`src/rtl/cpu_pkg.sv`:
```
// Shared encodings for the accumulator CPU: opcodes, sequencer phases and
// the control-strobe bundle. Used by the controller and the ALU decode.
package cpu_pkg;

    typedef enum logic [2:0] {
        OP_HLT = 3'd0,
        OP_SKZ = 3'd1,
        OP_ADD = 3'd2,
        OP_AND = 3'd3,
        OP_XOR = 3'd4,
        OP_LDA = 3'd5,
        OP_STO = 3'd6,
        OP_JMP = 3'd7
    } opcode_t;

    typedef enum logic [2:0] {
        INST_ADDR  = 3'd0,
        INST_FETCH = 3'd1,
        INST_LOAD  = 3'd2,
        IDLE       = 3'd3,
        OP_ADDR    = 3'd4,
        OP_FETCH   = 3'd5,
        ALU_OP     = 3'd6,
        STORE      = 3'd7
    } phase_t;

    typedef struct packed {
        logic sel;
        logic rd;
        logic wr;
        logic ld_ir;
        logic ld_ac;
        logic ld_pc;
        logic inc_pc;
        logic data_e;
        logic halt;
    } strobes_t;

    // Instructions that read an operand from memory and write the accumulator.
    function automatic logic isAluOp(input opcode_t op);
        return (op == OP_ADD) || (op == OP_AND) || (op == OP_XOR) || (op == OP_LDA);
    endfunction

endpackage

```
`src/rtl/ctrl_phase_counter.sv`:
```
// Three-bit instruction phase counter: advances on ena, wraps 7 -> 0,
// synchronous clear has priority over ena.
module ctrl_phase_counter (
    input  logic       clk,
    input  logic       clear,
    input  logic       ena,
    output logic [2:0] phase
);

    always_ff @(posedge clk) begin
        if (clear) begin
            phase <= 3'd0;
        end else if (ena) begin
            phase <= phase + 3'd1;
        end
    end

endmodule

```
`src/rtl/cpu_controller.sv`:
```
// Eight-phase instruction sequencer producing the datapath control strobes.
// Optional feature macro: CTRL_HALT_RESUME_EN adds a resume input that releases HALTED.
module cpu_controller
    import cpu_pkg::*;
(
    input  logic       clk,
    input  logic       rst,
    input  logic       ena,
    input  logic [2:0] opcode,
    input  logic       zero,
`ifdef CTRL_HALT_RESUME_EN
    input  logic       resume,
`endif
    output logic       sel,
    output logic       rd,
    output logic       wr,
    output logic       ld_ir,
    output logic       ld_ac,
    output logic       ld_pc,
    output logic       inc_pc,
    output logic       data_e,
    output logic       halt
);

    logic [2:0] phase_count;
    phase_t     phase;
    opcode_t    op;
    logic       halted;
    logic       halt_entry;
    logic       release_halt;
    strobes_t   strobes;

    assign phase = phase_t'(phase_count);
    assign op    = opcode_t'(opcode);

    assign halt_entry = ena && !halted && (phase == OP_ADDR) && (op == OP_HLT);

`ifdef CTRL_HALT_RESUME_EN
    assign release_halt = halted && resume;
`else
    assign release_halt = 1'b0;
`endif

    // The counter takes the HLT edge into OP_FETCH, then freezes while halted.
    ctrl_phase_counter u_phase (
        .clk   (clk),
        .clear (rst || release_halt),
        .ena   (ena && !halted),
        .phase (phase_count)
    );

    always_ff @(posedge clk) begin
        if (rst) begin
            halted <= 1'b0;
        end else if (release_halt) begin
            halted <= 1'b0;
        end else if (halt_entry) begin
            halted <= 1'b1;
        end
    end

    always_comb begin
        strobes = '0;
        if (halted) begin
            strobes.halt = 1'b1;
        end else begin
            case (phase)
                INST_ADDR: begin
                    strobes.sel = 1'b1;
                end
                INST_FETCH: begin
                    strobes.sel = 1'b1;
                    strobes.rd  = 1'b1;
                end
                INST_LOAD, IDLE: begin
                    strobes.sel   = 1'b1;
                    strobes.rd    = 1'b1;
                    strobes.ld_ir = 1'b1;
                end
                OP_ADDR: begin
                    strobes.inc_pc = 1'b1;
                    strobes.halt   = (op == OP_HLT);
                end
                OP_FETCH: begin
                    strobes.rd = isAluOp(op);
                end
                ALU_OP: begin
                    // zero only matters here, where SKZ decides whether to skip.
                    strobes.rd     = isAluOp(op);
                    strobes.inc_pc = (op == OP_SKZ) && zero;
                    strobes.ld_pc  = (op == OP_JMP);
                    strobes.data_e = (op == OP_STO);
                end
                STORE: begin
                    strobes.rd     = isAluOp(op);
                    strobes.ld_ac  = isAluOp(op);
                    strobes.ld_pc  = (op == OP_JMP);
                    strobes.wr     = (op == OP_STO);
                    strobes.data_e = (op == OP_STO);
                end
                default: begin
                    strobes = '0;
                end
            endcase
        end
    end

    assign sel    = strobes.sel;
    assign rd     = strobes.rd;
    assign wr     = strobes.wr;
    assign ld_ir  = strobes.ld_ir;
    assign ld_ac  = strobes.ld_ac;
    assign ld_pc  = strobes.ld_pc;
    assign inc_pc = strobes.inc_pc;
    assign data_e = strobes.data_e;
    assign halt   = strobes.halt;

endmodule

```
`config.mk`:
```
export PLATFORM = sky130hd
export DESIGN_NAME = cpu_controller
export DESIGN_NICKNAME = d
export VERILOG_FILES = /design/src/rtl/cpu_pkg.sv /design/src/rtl/ctrl_phase_counter.sv /design/src/rtl/cpu_controller.sv
export SDC_FILE = /design/constraint.sdc
export NUM_CORES = 1
export LEC_CHECK = 0
export ABC_AREA = 1
export CAP_MARGIN = 10
export CELL_PAD_IN_SITES_DETAIL_PLACEMENT = 1
export CELL_PAD_IN_SITES_GLOBAL_PLACEMENT = 2
export CORE_ASPECT_RATIO = 1.2
export CORE_MARGIN = 8
export CORE_UTILIZATION = 18
export DETAILED_ROUTE_END_ITERATION = 8
export GPL_TIMING_DRIVEN = 0
export PLACE_DENSITY = 0.83
export SYNTH_ARGS = -nofsm -noshare
export SYNTH_HDL_FRONTEND = slang
export SYNTH_HIERARCHICAL = 1
export SYNTH_SLANG_ARGS = --single-unit
```
`constraint.sdc`:
```
create_clock -name clk -period 1.4 [get_ports clk]
set_input_delay 0.21 -clock clk [delete_from_list [all_inputs] [get_ports clk]]
set_output_delay 0.21 -clock clk [all_outputs]
set_load 0.02 [all_outputs]
```
# Word-level counts from Yosys, hierarchy flattened
# Index checks and enable logic that the tools add are counted.
# classes
addsub	1
n_mul	0
div	0
n_lt_le_gt_ge	0
eq_ne	14
shifts	0
muxes	11
bitwise_logic	0
n_reduce_logical	15
# op_table
cell	n
3-bit == test (second input constant)	8
3-bit by 2-bit == test with 1-bit output (second input constant)	4
1-bit two-way mux	8
8-bit two-way mux	1
3-bit by 1-bit == test with 1-bit output (second input constant)	2
3-bit logical NOT	2
3-bit OR reduction	2
1-bit logical AND	4
1-bit one-hot mux with 2 select lines	2
2-bit OR reduction	2
4-bit OR reduction	1
3-bit by 1-bit adder with 3-bit output (second input constant)	1
1-bit logical OR	3
1-bit logical NOT	1
# totals
regBits	4
latch_bits	0
ram_bits	0
romBits	0
in_bits	7
out_inout_bits	9
wordCells	43
n_memories	0

# Logic depth before layout (Yosys ltp)
# logic_depth
ltp_word	6
depth_mapped	5
mapped_depth_nobuf	5

# By module
# The synthesis kept the hierarchy.
# modules_own_cells
module	instances	cells_per_inst	area_per_inst_um2	seq_area_each_um2
cpu_controller	1	32	175.2	20.0
ctrl_phase_counter	1	17	125.1	60.1

# Least setup slack after synthesis
# Ideal clock, no wire load.
# synth_path
path_kind	register to output
start	register u_phase.phase[2]
end	output ld_ac
t_arrival_ns	1.063
t_required_ns	1.190
slack_ns	0.127
path_stages_with_launch	3
path_buffers	0
cell_sequence	dfxtp_1 -> nand3_1 -> nor3_1
# synth_between
elab_chain_cells	3
# synth_lines
element	line_no	rtl
from (decl)	ctrl_phase_counter.sv:7	output logic [2:0] phase
from (signal assigned)	ctrl_phase_counter.sv:14	phase <= phase + 3'd1;
3-bit == test	cpu_controller.sv:67	case (phase)
1-bit two-way mux	cpu_controller.sv:67	
8-bit two-way mux	cpu_controller.sv:64	if (halted) begin
to (decl)	cpu_controller.sv:18	output logic ld_ac,
# Every way passes these cells.

# Worst setup path in the final report
# layout_path
start	input zero
end	output inc_pc
# layout_between
elab_chain_cells	3
# layout_lines
element	line_no	rtl
from (decl)	cpu_controller.sv:10	input logic zero,
1-bit logical AND	cpu_controller.sv:90	strobes.inc_pc = (op == OP_SKZ) && zero;
1-bit one-hot mux with 2 select lines	cpu_controller.sv:67	
8-bit two-way mux	cpu_controller.sv:64	
to (decl)	cpu_controller.sv:20	output logic inc_pc,
# Every way passes these cells.

==> results.yml <==
synth:
  yosysTopAreaCell: "dfxtp_1"
  ys_ff_latch: 4
  synth_ff_type: "dfxtp_1"
  syn_inst: 49
  synth_edf_count: 0
  synth.net_count: 57
  ys_warn_count: 6
  synthTopCellsByCount: "nor2_1, inv_1, nand2_1"
  synth_top_area_share: 0.267
  ys_types: 18
  syn-cell-area_um2: 300
  syn_avg_cell_area_um2: 6.13
  synthArstFlopShare: 0
  yosys.cell_count.top_type: "nor2_1"
  ys_top_cells_by_area: "dfxtp_1, nor2_1, inv_1"
  ys_seq_area_frac: 0.267
sta:
  skew_ns: 0.00143
  tightest_slew_ns: 0.369
  fin_crit_sh: 0.932
  setup_viol: 0
  timing.hold.ws_ns: 0.368
  worst_slew_margin_rel: 0.753
  finalCriticalPeriod_ns: 1.30
  fin_ws_ns: 0.0956
  hold_viol: 0
  max_freq_mhz: 767
  slew_violations: 0
global_routing:
  grt.total_usage: 0.0667
  antenna_found_initial: 0
  grt_pass1_wl_mm: 1.64
  grt_overflow: 0
  grt_max_degree: 10
  grt_pass1_vias: 395
cells_and_area:
  finalNonFillerCells: 85
  final_area_um2: 498
  area_growth_pct: 65.8
  drive_gt1_frac: 0.373
  n_fill_cell: 217
  antenna_cells: 0
  final_nets: 77
  final_util: 0.311
clock_tree:
  clock_path_buffers: 2
  clkSlewWorstSetupHoldPaths_ns: 0.04
  cts-root-buf: "clkbuf_4"
  cts_sinks: 4
  cts_tree: "yes"
  cts_made_buffers: 3
  clock_latency_ns: 0.23
  post-cts-setup-buffers: 0
  htree_levels: 1
floorplan:
  row_count: 16
  initial_utilization: 0.188
  num_io_pins: 16
  die-height_um: 60.7
  die_w_um: 53.3
  dieArea_mm2: 0.00324
  core-area_mm2: 0.00160
setup_path:
  end_kind: "output pin"
  crit_path_top_delay_cell: "clkdlybuf4s50_1"
  cp_max_fo: 1
  path_cells: "clkdlybuf4s50_1 > nand4_1 > a21oi_1 > buf_2"
  arrival_ns: 1.09
  crit_family: "buffers and inverters"
  critPathRequiredTime_ns: 1.19
  slowest_delay_ns: 0.46
  critPathBufInv: 2
  crit_type: "in -> out"
  setup.worst_path.start_class: "input port"
pwr:
  p_seq_frac: 0.372
  p_sw_w: 0.0000976
  power.internal_w: 0.000253
  power_frac_clock: 0.396
  ir_drop_mv: 0.390
  combPwrFrac: 0.232
  swShare: 0.278
  p_leak_nw: 0.237
  power_density_mw_per_mm2: 704
route:
  firstDrtPassIters: 2
  drt_iter0_drc: 1
  avgViaCountPerCell: 4.53
  drt-total-wl_um: 937
  antenna_left: 0
  post-route-drc-count: 0
  num_vias: 385
  wl_per_cell_um: 11.0
place:
  post-place-ws_ns: -0.566
  io_buffers: 15
  gp_routability_congestion: 0.721
  dpl.cell_count: 82
  placed_cell_area_um2: 473
  hpwl_um: 797
run:
  cap_violations: 0
hold_path:
  hold_class: "in -> reg"
outcome:
  outcome: "complete, no violations"
[cell type report]
type | count | area, µm² | share of cell area
repair buffers | 15 | 123 | 0.246
clock buffers | 3 | 22.5 | 0.0452
inverters | 8 | 30.0 | 0.0603
multi-input cells | 37 | 210 | 0.422
well taps | 18 | 22.5 | 0.0452
flip-flops and latches | 4 | 90.1 | 0.181
[placed cells by master (no fill, tap or decap), drive strengths merged]
cell / instances
nor2: 11
buf: 7
nand2: 7
a21oi: 4
ha: 1
nand3: 5
nand3b: 1
clkdlybuf4s50: 3
dlygate4sd2: 3
inv: 8
nor3: 3
clkdlybuf4s15: 1
clkbuf: 3
dfxtp: 4
nand4: 1
o21bai: 1
o21ai: 2
nor3b: 1
dlymetal6s2s: 1
[what timing repair did]
| action | in CTS | in global routing |
|---|---|---|
| hold buffers | 0 | 0 |
| resized for setup | 43 | 11 |
| hold endpoints to repair | 0 | 0 |
| pin swaps | 0 | 1 |
| endpoints found under the setup margin | 9 | 4 |
[cells by family after synthesis]
family	share of synthesized area
flip-flops	0.267
adder cells (fa/ha/maj)	0.0417
AO/OA/AOI/OAI	0.137
buffers and inverters	0.100
AND/OR/NAND/NOR	0.454
[state kept, by name, summed over array words and instances, names as in the netlist]
signal         count
halted             1
u_phase/phase      3
[tightest hold or removal path, stage by stage]
cell            delay [ns]
dlymetal6s2s_1        0.15
nor2_1                0.07
nand3_2               0.08
a21oi_2               0.04
[metrics by stage]
stage           TNS, ns  total power [W]
4_1_cts               0         0.000361
5_1_grt        -0.00849         0.000379
2_1_floorplan         0         0.000174
3_5_place_dp      -3.48         0.000220
3_3_place_gp      -3.41         0.000218
6_report              0         0.000351
[layer usage]
layer	global-route usage	vias up	part of all wire
met2	0.114	11	0.50
met5	0	-	0
met3	0.0319	4	0.092
met4	0.0325	0	0.023
met1	0.0655	174	0.38
li1	-	196	-
[final timing paths]
check	cells after the start	slack [ns]	to	from
min	4	0.37	halted	opcode[0]
max	4	0.1	inc_pc	zero
min reg2reg	2	0.52	u_phase/phase[0]	u_phase/phase[0]
max reg2reg	4	0.37	u_phase/phase[2]	halted
[power by group through the flow]
stage                     Sequential, W  Clock [W]  Combinational, W
final                          0.000131   0.000139         0.0000814
after global routing           0.000133   0.000155         0.0000912
after CTS                      0.000132   0.000148         0.0000812
after detailed placement       0.000133          0         0.0000862
after global placement         0.000133          0         0.0000847
after floorplan                0.000130          0         0.0000442
Power figures use the tool's default switching activity.
